<file path="src/rtl/acp_audio_pkg.sv">
// Shared audio constants, mute state encoding and ramp helper
// for the PWM audio output path.
package acp_audio_pkg;

    localparam logic [7:0] AUDIO_MIDSCALE = 8'd128;
    localparam logic [6:0] RAMP_MAX_STEPS = 7'd127;

    typedef enum logic [1:0] {
        PLAY      = 2'd0,
        RAMP_DOWN = 2'd1,
        MUTED     = 2'd2,
        RAMP_UP   = 2'd3
    } mute_state_e;

    // One unit step of cur toward tgt; holds when already equal.
    function automatic logic [7:0] step_toward(input logic [7:0] cur,
                                               input logic [7:0] tgt);
        if (cur < tgt) begin
            return cur + 8'd1;
        end else if (cur > tgt) begin
            return cur - 8'd1;
        end
        return cur;
    endfunction

endpackage

</file>
<file path="src/rtl/mute_ramp.sv">
// Mute state machine and duty level register, advanced only at load points.
// PWM_AUDIO_SOFTMUTE_EN selects the ramped four-state mute.
module mute_ramp
    import acp_audio_pkg::*;
(
    input  logic       clk,
    input  logic       rst,
    input  logic       load,
    input  logic       mute,
    input  logic [7:0] audio_in,
    output logic [7:0] level,
    output logic [7:0] level_nxt,
    output logic       muted
);

    mute_state_e state_q, state_d;
    logic [7:0]  level_q, level_d;

`ifdef PWM_AUDIO_SOFTMUTE_EN
    logic [6:0]  step_cnt_q, step_cnt_d;

    // Next state, next level and catch-up step count at each load point
    always_comb begin
        state_d    = state_q;
        level_d    = level_q;
        step_cnt_d = step_cnt_q;
        if (load) begin
            unique case (state_q)
                PLAY: begin
                    level_d = audio_in;
                    if (mute) state_d = RAMP_DOWN;
                end
                RAMP_DOWN: begin
                    level_d = step_toward(level_q, AUDIO_MIDSCALE);
                    if (!mute) begin
                        state_d    = RAMP_UP;
                        step_cnt_d = '0;
                    end else if (level_d == AUDIO_MIDSCALE) begin
                        state_d = MUTED;
                    end
                end
                MUTED: begin
                    level_d = AUDIO_MIDSCALE;
                    if (!mute) begin
                        state_d    = RAMP_UP;
                        step_cnt_d = '0;
                    end
                end
                RAMP_UP: begin
                    level_d    = step_toward(level_q, audio_in);
                    step_cnt_d = step_cnt_q + 7'd1;
                    if (mute) begin
                        state_d = RAMP_DOWN;
                    end else if (level_d == audio_in ||
                                 step_cnt_q == RAMP_MAX_STEPS) begin
                        state_d = PLAY;
                    end
                end
                default: state_d = MUTED;
            endcase
        end
    end

    // State, level and step counter registers
    always_ff @(posedge clk or posedge rst) begin
        if (rst) begin
            state_q    <= MUTED;
            level_q    <= AUDIO_MIDSCALE;
            step_cnt_q <= '0;
        end else begin
            state_q    <= state_d;
            level_q    <= level_d;
            step_cnt_q <= step_cnt_d;
        end
    end
`else
    // Hard mute: park at midscale or pass the sample at each load point
    always_comb begin
        state_d = state_q;
        level_d = level_q;
        if (load) begin
            if (mute) begin
                state_d = MUTED;
                level_d = AUDIO_MIDSCALE;
            end else begin
                state_d = PLAY;
                level_d = audio_in;
            end
        end
    end

    // State and level registers
    always_ff @(posedge clk or posedge rst) begin
        if (rst) begin
            state_q <= MUTED;
            level_q <= AUDIO_MIDSCALE;
        end else begin
            state_q <= state_d;
            level_q <= level_d;
        end
    end
`endif

    assign level     = level_q;
    assign level_nxt = level_d;
    assign muted     = (state_q == MUTED);

endmodule

</file>
<file path="src/rtl/pwm_audio_out.sv">
// 8-bit sample to 1-bit PWM with prescaler, period strobe and mute.
// Define PWM_AUDIO_SOFTMUTE_EN for the ramped soft mute.
module pwm_audio_out
    import acp_audio_pkg::*;
#(
    parameter int unsigned PRESCALE = 1
)
(
    input  logic       clk,
    input  logic       rst,
    input  logic [7:0] audio_in,
    input  logic       mute,
    output logic       pwm_out,
    output logic       period_strobe,
    output logic [7:0] level,
    output logic       muted
);

    localparam logic [15:0] PRE_LAST = 16'(PRESCALE - 1);

    logic [15:0] pre_cnt_q, pre_cnt_d;
    logic [7:0]  pwm_cnt_q, pwm_cnt_d;
    logic        pwm_out_q, pwm_out_d;
    logic        strobe_q, strobe_d;
    logic        tick, load;
    logic [7:0]  level_nxt;

    assign tick = (pre_cnt_q == PRE_LAST);
    assign load = tick && (pwm_cnt_q == 8'hFF);

    mute_ramp u_mute_ramp (
        .clk       (clk),
        .rst       (rst),
        .load      (load),
        .mute      (mute),
        .audio_in  (audio_in),
        .level     (level),
        .level_nxt (level_nxt),
        .muted     (muted)
    );

    // Counters advance; compare and strobe use the post-edge values
    // so the registered outputs line up with the counter they describe
    always_comb begin
        pre_cnt_d = tick ? 16'd0 : pre_cnt_q + 16'd1;
        pwm_cnt_d = tick ? pwm_cnt_q + 8'd1 : pwm_cnt_q;
        pwm_out_d = (pwm_cnt_d < level_nxt);
        strobe_d  = (pwm_cnt_d == 8'd0) && (pre_cnt_d == 16'd0);
    end

    // Counter and output registers
    always_ff @(posedge clk or posedge rst) begin
        if (rst) begin
            pre_cnt_q <= '0;
            pwm_cnt_q <= '0;
            pwm_out_q <= 1'b0;
            strobe_q  <= 1'b0;
        end else begin
            pre_cnt_q <= pre_cnt_d;
            pwm_cnt_q <= pwm_cnt_d;
            pwm_out_q <= pwm_out_d;
            strobe_q  <= strobe_d;
        end
    end

    assign pwm_out       = pwm_out_q;
    assign period_strobe = strobe_q;

endmodule

</file>
<file path="config.mk">
export PLATFORM = sky130hd
export DESIGN_NAME = pwm_audio_out
export DESIGN_NICKNAME = d
export VERILOG_FILES = /design/src/rtl/acp_audio_pkg.sv /design/src/rtl/mute_ramp.sv /design/src/rtl/pwm_audio_out.sv
export SDC_FILE = /design/constraint.sdc
export NUM_CORES = 1
export LEC_CHECK = 0
export ABC_AREA = 1
export BUFFER_PORTS_ARGS = -buffer_cell sky130_fd_sc_hd__buf_2
export CORE_AREA = 2 2 78 80
export CTS_BUF_LIST = sky130_fd_sc_hd__clkbuf_4
export CTS_CLUSTER_SIZE = 20
export DETAILED_ROUTE_END_ITERATION = 8
export DIE_AREA = 0 0 80 82
export PLACE_DENSITY_LB_ADDON = 0.08
export SLEW_MARGIN = 30
export SYNTH_ARGS = -nofsm -noshare
export SYNTH_HDL_FRONTEND = slang
export SYNTH_HIERARCHICAL = 1
export SYNTH_SLANG_ARGS = --single-unit
</file>
<file path="constraint.sdc">
create_clock -name clk -period 4.5 [get_ports clk]
set_clock_uncertainty 0.05 [all_clocks]
set_input_delay 0.675 -clock clk [delete_from_list [all_inputs] [get_ports clk]]
set_output_delay 0.675 -clock clk [all_outputs]
set_load 0.01 [all_outputs]
</file>
Word-level counts from Yosys, hierarchy flattened

Index checks and enable logic that the tools add are counted.

Add/subtract/negate cells: 2
Order comparisons: 1
Eq/ne operators: 2
Mux-type cells: 5
Reductions and logical operators: 5

Operator list:

| operator                                       | number |
|---|---|
| zero test 16 bit                               | 2 |
| two-way mux 8 bit                              | 3 |
| adder 16 x 1 -> 16 bit (second input constant) | 1 |
| two-way mux 16 bit                             | 1 |
| adder 8 x 1 -> 8 bit (second input constant)   | 1 |
| == test 8 bit (second input constant)          | 1 |
| zero test 8 bit                                | 1 |
| less-than comparator 8 bit                     | 1 |
| == test 2 bit (second input constant)          | 1 |
| logical AND 1 bit                              | 2 |
| two-way mux 2 bit                              | 1 |

Bits in registers: 36
Word-level logic and storage cells: 21

Longest topological paths before layout

Word-level depth: 4
Gate-level depth with buffers: 19

By module

Netlist, hierarchy kept.

Modules (own cells, without submodules):

| module        | times used | cells each | area an instance (um^2) | seq. area each (um^2) |
|---|---|---|---|---|
| pwm_audio_out | 1          | 282        | 1,879.3                 | 650.6 |
| mute_ramp     | 1          | 39         | 361.6                   | 227.7 |

Least setup slack after synthesis

No wires, ideal clock.

Path type: register to register
Start: reg pre_cnt_q[0]
End: reg pwm_out_q, in the netlist pwm_out
Arrival time: 2,182 ps
Data required time: 4,324 ps
Setup slack: 2,143 ps
Stages on the path, launching flop included: 19
Buffers on the path: 1
Clock period less this slack: 2,357 ps
Path through: dfrtp_1 -> inv_1 -> ha_1 -> inv_1 -> nor2_1 -> nand2_1 -> nor2_1 -> nand2_1 -> nor4_1 -> buf_6 -> nand3_1 -> nand2_1 -> inv_1 -> ha_1 -> inv_1 -> o21bai_1 -> inv_1 -> nand2_1 -> a21oi_2

Longest elaborated chain between the ends: 4

RTL lines:

| element                    | RTL line            | source |
|---|---|---|
| start, declared            | pwm_audio_out.sv:21 | `logic [15:0] pre_cnt_q, pre_cnt_d;` |
| start signal, assigned     | pwm_audio_out.sv:59 | `pre_cnt_q <= pre_cnt_d;` |
| zero test 16 bit           | pwm_audio_out.sv:28 | `assign tick = (pre_cnt_q == PRE_LAST);` |
| logical AND 1 bit          | pwm_audio_out.sv:29 | `assign load = tick && (pwm_cnt_q == 8'hFF);` |
| via load                   | pwm_audio_out.sv:25 | `logic tick, load;` |
| two-way mux 8 bit          | mute_ramp.sv:81     | `if (load) begin` |
| via level_nxt[3]           | pwm_audio_out.sv:26 | `logic [7:0] level_nxt;` |
| less-than comparator 8 bit | pwm_audio_out.sv:47 | `pwm_out_d = (pwm_cnt_d < level_nxt);` |
| via pwm_out_d              | pwm_audio_out.sv:23 | `logic pwm_out_q, pwm_out_d;` |
| end signal, assigned       | pwm_audio_out.sv:61 | `pwm_out_q <= pwm_out_d;` |
| end, declared              | pwm_audio_out.sv:23 |  |

The timed path passes the listed nets, and every way through them passes these cells.
A chain may end at the register's enable or synchronous reset.

Worst setup path after layout

Same ends and word-level chain as after synthesis.

==> results.cfg <==
[clock_tree]
cts_hold_buf = 0
clock-sinks = 35
cts_root_buffer = clkbuf_4
cts_buffers = 5
cts_tree = built
post_cts_buffers = 0
clkLatencyLatePin_ns = 0.34
htreeDepth = 2
clk_path_buf_depth = 2
cts.clk_slew.worst_paths_ns = 0.11
cts_resized = 0

[sta]
tns_ns = 0
slew_headroom = 0.614
rsz0062_at_grt = no
period_minus_slack_ns = 2.63
fin_crit_sh = 0.585
drv_slew = 0
setup_viol_count_final = 0
tightest_slew_ns = 0.578
hold_violations = 0
fmaxAchievable_ghz = 0.380

[finish]
design_area_mm2 = 0.00247
syn_to_final_growth_pct = 10.3
nets = 367
n_fill_cell = 638
insertedDiodeCount = 0
drive_gt1_frac = 0.153
utilization = 0.430

[global_route]
grt_pass1_vias = 1916
antenna_found_initial = 0
grt_first_pass_wirelength_mm = 8.92
grt_overflow = 0
grt.total_usage = 0.179
grt_max_degree = 27

[synth]
syn_area_mm2 = 0.00224
yosys_warnings = 6
ys_seq_elements = 35
syn_inst = 321
yosysSeqAreaShare = 0.392
synth.distinct_cells = 28
synth_fp_nets = 341
syn_area_per_cell_um2 = 6.98

[critical_path]
critPathCaptureType = register
arrival_ns = 2.81
rr_endpoint = pwm_out$_DFF_PP0_
cp_max_fo = 9
critPathRequiredTime_ns = 4.67
critPathLaunchType = register
startpoint = pre_cnt_q[0]$_DFF_PP0_
r2r-start = pre_cnt_q[0]$_DFF_PP0_
r2r_cells = 18
crit_path_end = pwm_out$_DFF_PP0_
r2r_setup_slack_ns = 1.87
crit_type = reg2reg

[drt]
drtAntennaViolNets = 0
drc_errors = 0
dr.pass1.iters = 4
vias_per_cell = 4.62
routed_wl_mm = 5.10
wl_per_cell_um = 12.1
drtIter0Drc = 81
vias = 1950

[floorplanning]
die_area_mm2 = 0.00656
io_pins = 22
dieHeight_um = 82
row_count = 28
coreArea_mm2 = 0.00575
initial_core_util = 0.390
dieWidth_um = 80

[place]
placed_cell_area_mm2 = 0.00242
numPortBuffers = 21
place_congestion = 0.876
post-dp-hpwl_mm = 4.07

[power_and_ir_drop]
ir_worst_vdd_mv = 0.0744
p_per_area_mw_per_mm2 = 203
p_leak_nw = 1.46

[run]
max_cap_viol_count = 0

[outcome]
outcome = finished, final reports clean

[worst_hold_path]
holdCritPathClass = in2async
[metrics by stage]
| stage | worst slack [ns] | hold slack [ns] | power (mW) | cells |
|---|---|---|---|---|
| finish | 1.87 | 0.256 | 0.502 | 422 |
| global route | 1.47 | 0.264 | 0.524 | 422 |
| global placement | 1.92 | 0.422 | 0.333 | 415 |
| CTS | 1.84 | 0.243 | 0.510 | 422 |
| floorplan | 2.14 | 0.430 | 0.326 | 321 |
| detailed placement | 1.89 | 0.419 | 0.333 | 415 |
[logic make-up after synthesis]
| group | Yosys count | share of synthesized area |
|---|---|---|
| compound gates | 17 | 0.0458 |
| fa+ha+maj | 9 | 0.0503 |
| buf+inv | 68 | 0.121 |
| flops | 35 | 0.392 |
| xor+xnor | 5 | 0.0195 |
| simple gates | 187 | 0.371 |
[synthesized netlist by cell type]
cell type	n	area, um2
buf_2	1	5.00
clkinv_1	1	3.75
o21ai_1	1	5.00
nor2_1	39	146
a21oi_2	2	17.5
a31oi_1	1	6.26
nand2_1	98	368
buf_6	2	22.5
o21ai_0	8	40.0
nor2_4	3	33.8
o21bai_1	2	15.0
inv_2	1	3.75
nand2_2	5	31.3
xor2_1	5	43.8
ha_1	9	113
nor4_1	1	6.26
nand3_1	23	115
dfstp_2	2	52.6
nor3_2	3	30.0
a21oi_1	2	10.0
dfrtp_1	33	826
nor2_2	4	25.0
nand3_2	2	20.0
o21ai_2	1	8.76
inv_1	63	236
nand3b_1	2	15.0
nand4_1	5	31.3
nor3_1	2	10.0
[final cells by class]
type | count | area (um2) | share of cell area
inverters | 65 | 244 | 0.0987
clock buffers | 7 | 52.6 | 0.0213
well taps | 75 | 93.8 | 0.0380
multi-input cells | 218 | 1090 | 0.441
flip-flops and latches | 35 | 878 | 0.355
repair buffers | 22 | 113 | 0.0455
[power breakdown]
part | switching (mW) | internal, mW
sequential | 0 | 0.314
clock | 0.104 | 0.0710
combinational | 0.00864 | 0.00330
[layer usage]
metal | global-route usage | vias up | part of all wire
met4 | 0.0576 | 0 | 0.018
met5 | 0 | - | 0
li1 | - | 1029 | -
met3 | 0.0374 | 9 | 0.031
met2 | 0.316 | 29 | 0.50
met1 | 0.219 | 883 | 0.45
[critical path, cell delays in order, from the launching register on]
cell and delay [ns]:
dfrtp_1 0.45, inv_1 0.09, ha_1 0.16, inv_1 0.04
nor2_1 0.07, nand2_1 0.05, nor2_1 0.21, nand2_1 0.10
nor4_1 0.19, buf_4 0.21, nand3_1 0.08, nand2_1 0.09
inv_1 0.05, ha_1 0.28, inv_1 0.04, o21bai_1 0.12
inv_1 0.05, nand2_1 0.11, a21oi_2 0.06
[registers in the layout, summed over array words and instances (netlist names)]
register and count:
pwm_out 1, period_strobe 1, u_mute_ramp/level 8, pwm_cnt_q 8, u_mute_ramp/state_q 1, pre_cnt_q 16
[cells in the final DEF, fill, tap and decap left out]
cell type	netlist	final
nand2_1	98	98
inv_1	63	62
nor2_1	39	39
dfrtp_1	33	33
nand3_1	23	23
buf_2	1	21
ha_1	9	9
o21ai_0	8	8
clkbuf_4	0	7
nand2_2	5	5
nand4_1	5	5
xor2_1	5	5
nor2_2	4	4
nor2_4	3	3
nor3_2	3	3
nand3b_1	2	2
nand3_2	2	2
o21bai_1	2	2
nor3_1	2	2
a21oi_2	2	2
a21oi_1	2	2
inv_2	1	2
dfstp_2	2	2
o21ai_2	1	1
clkinv_1	1	1
a31oi_1	1	1
nor4_1	1	1
o21ai_1	1	1
buf_4	0	1
[worst min-delay path by stage]
stage / from / to / slack, ns / cells after the start
floorplan: u_mute_ramp/state_q[1]$_DFFE_PP1P_ / u_mute_ramp/state_q[1]$_DFFE_PP1P_ / 0.43 / 2
global placement: u_mute_ramp/state_q[1]$_DFFE_PP1P_ / u_mute_ramp/state_q[1]$_DFFE_PP1P_ / 0.42 / 2
detailed placement: u_mute_ramp/state_q[1]$_DFFE_PP1P_ / u_mute_ramp/state_q[1]$_DFFE_PP1P_ / 0.42 / 2
CTS: rst / u_mute_ramp/level[3]$_DFF_PP0_ / 0.24 / 2
global route: rst / u_mute_ramp/level[3]$_DFF_PP0_ / 0.26 / 2
finish: rst / u_mute_ramp/level[3]$_DFF_PP0_ / 0.26 / 2
(Power assumes the default switching activity.)
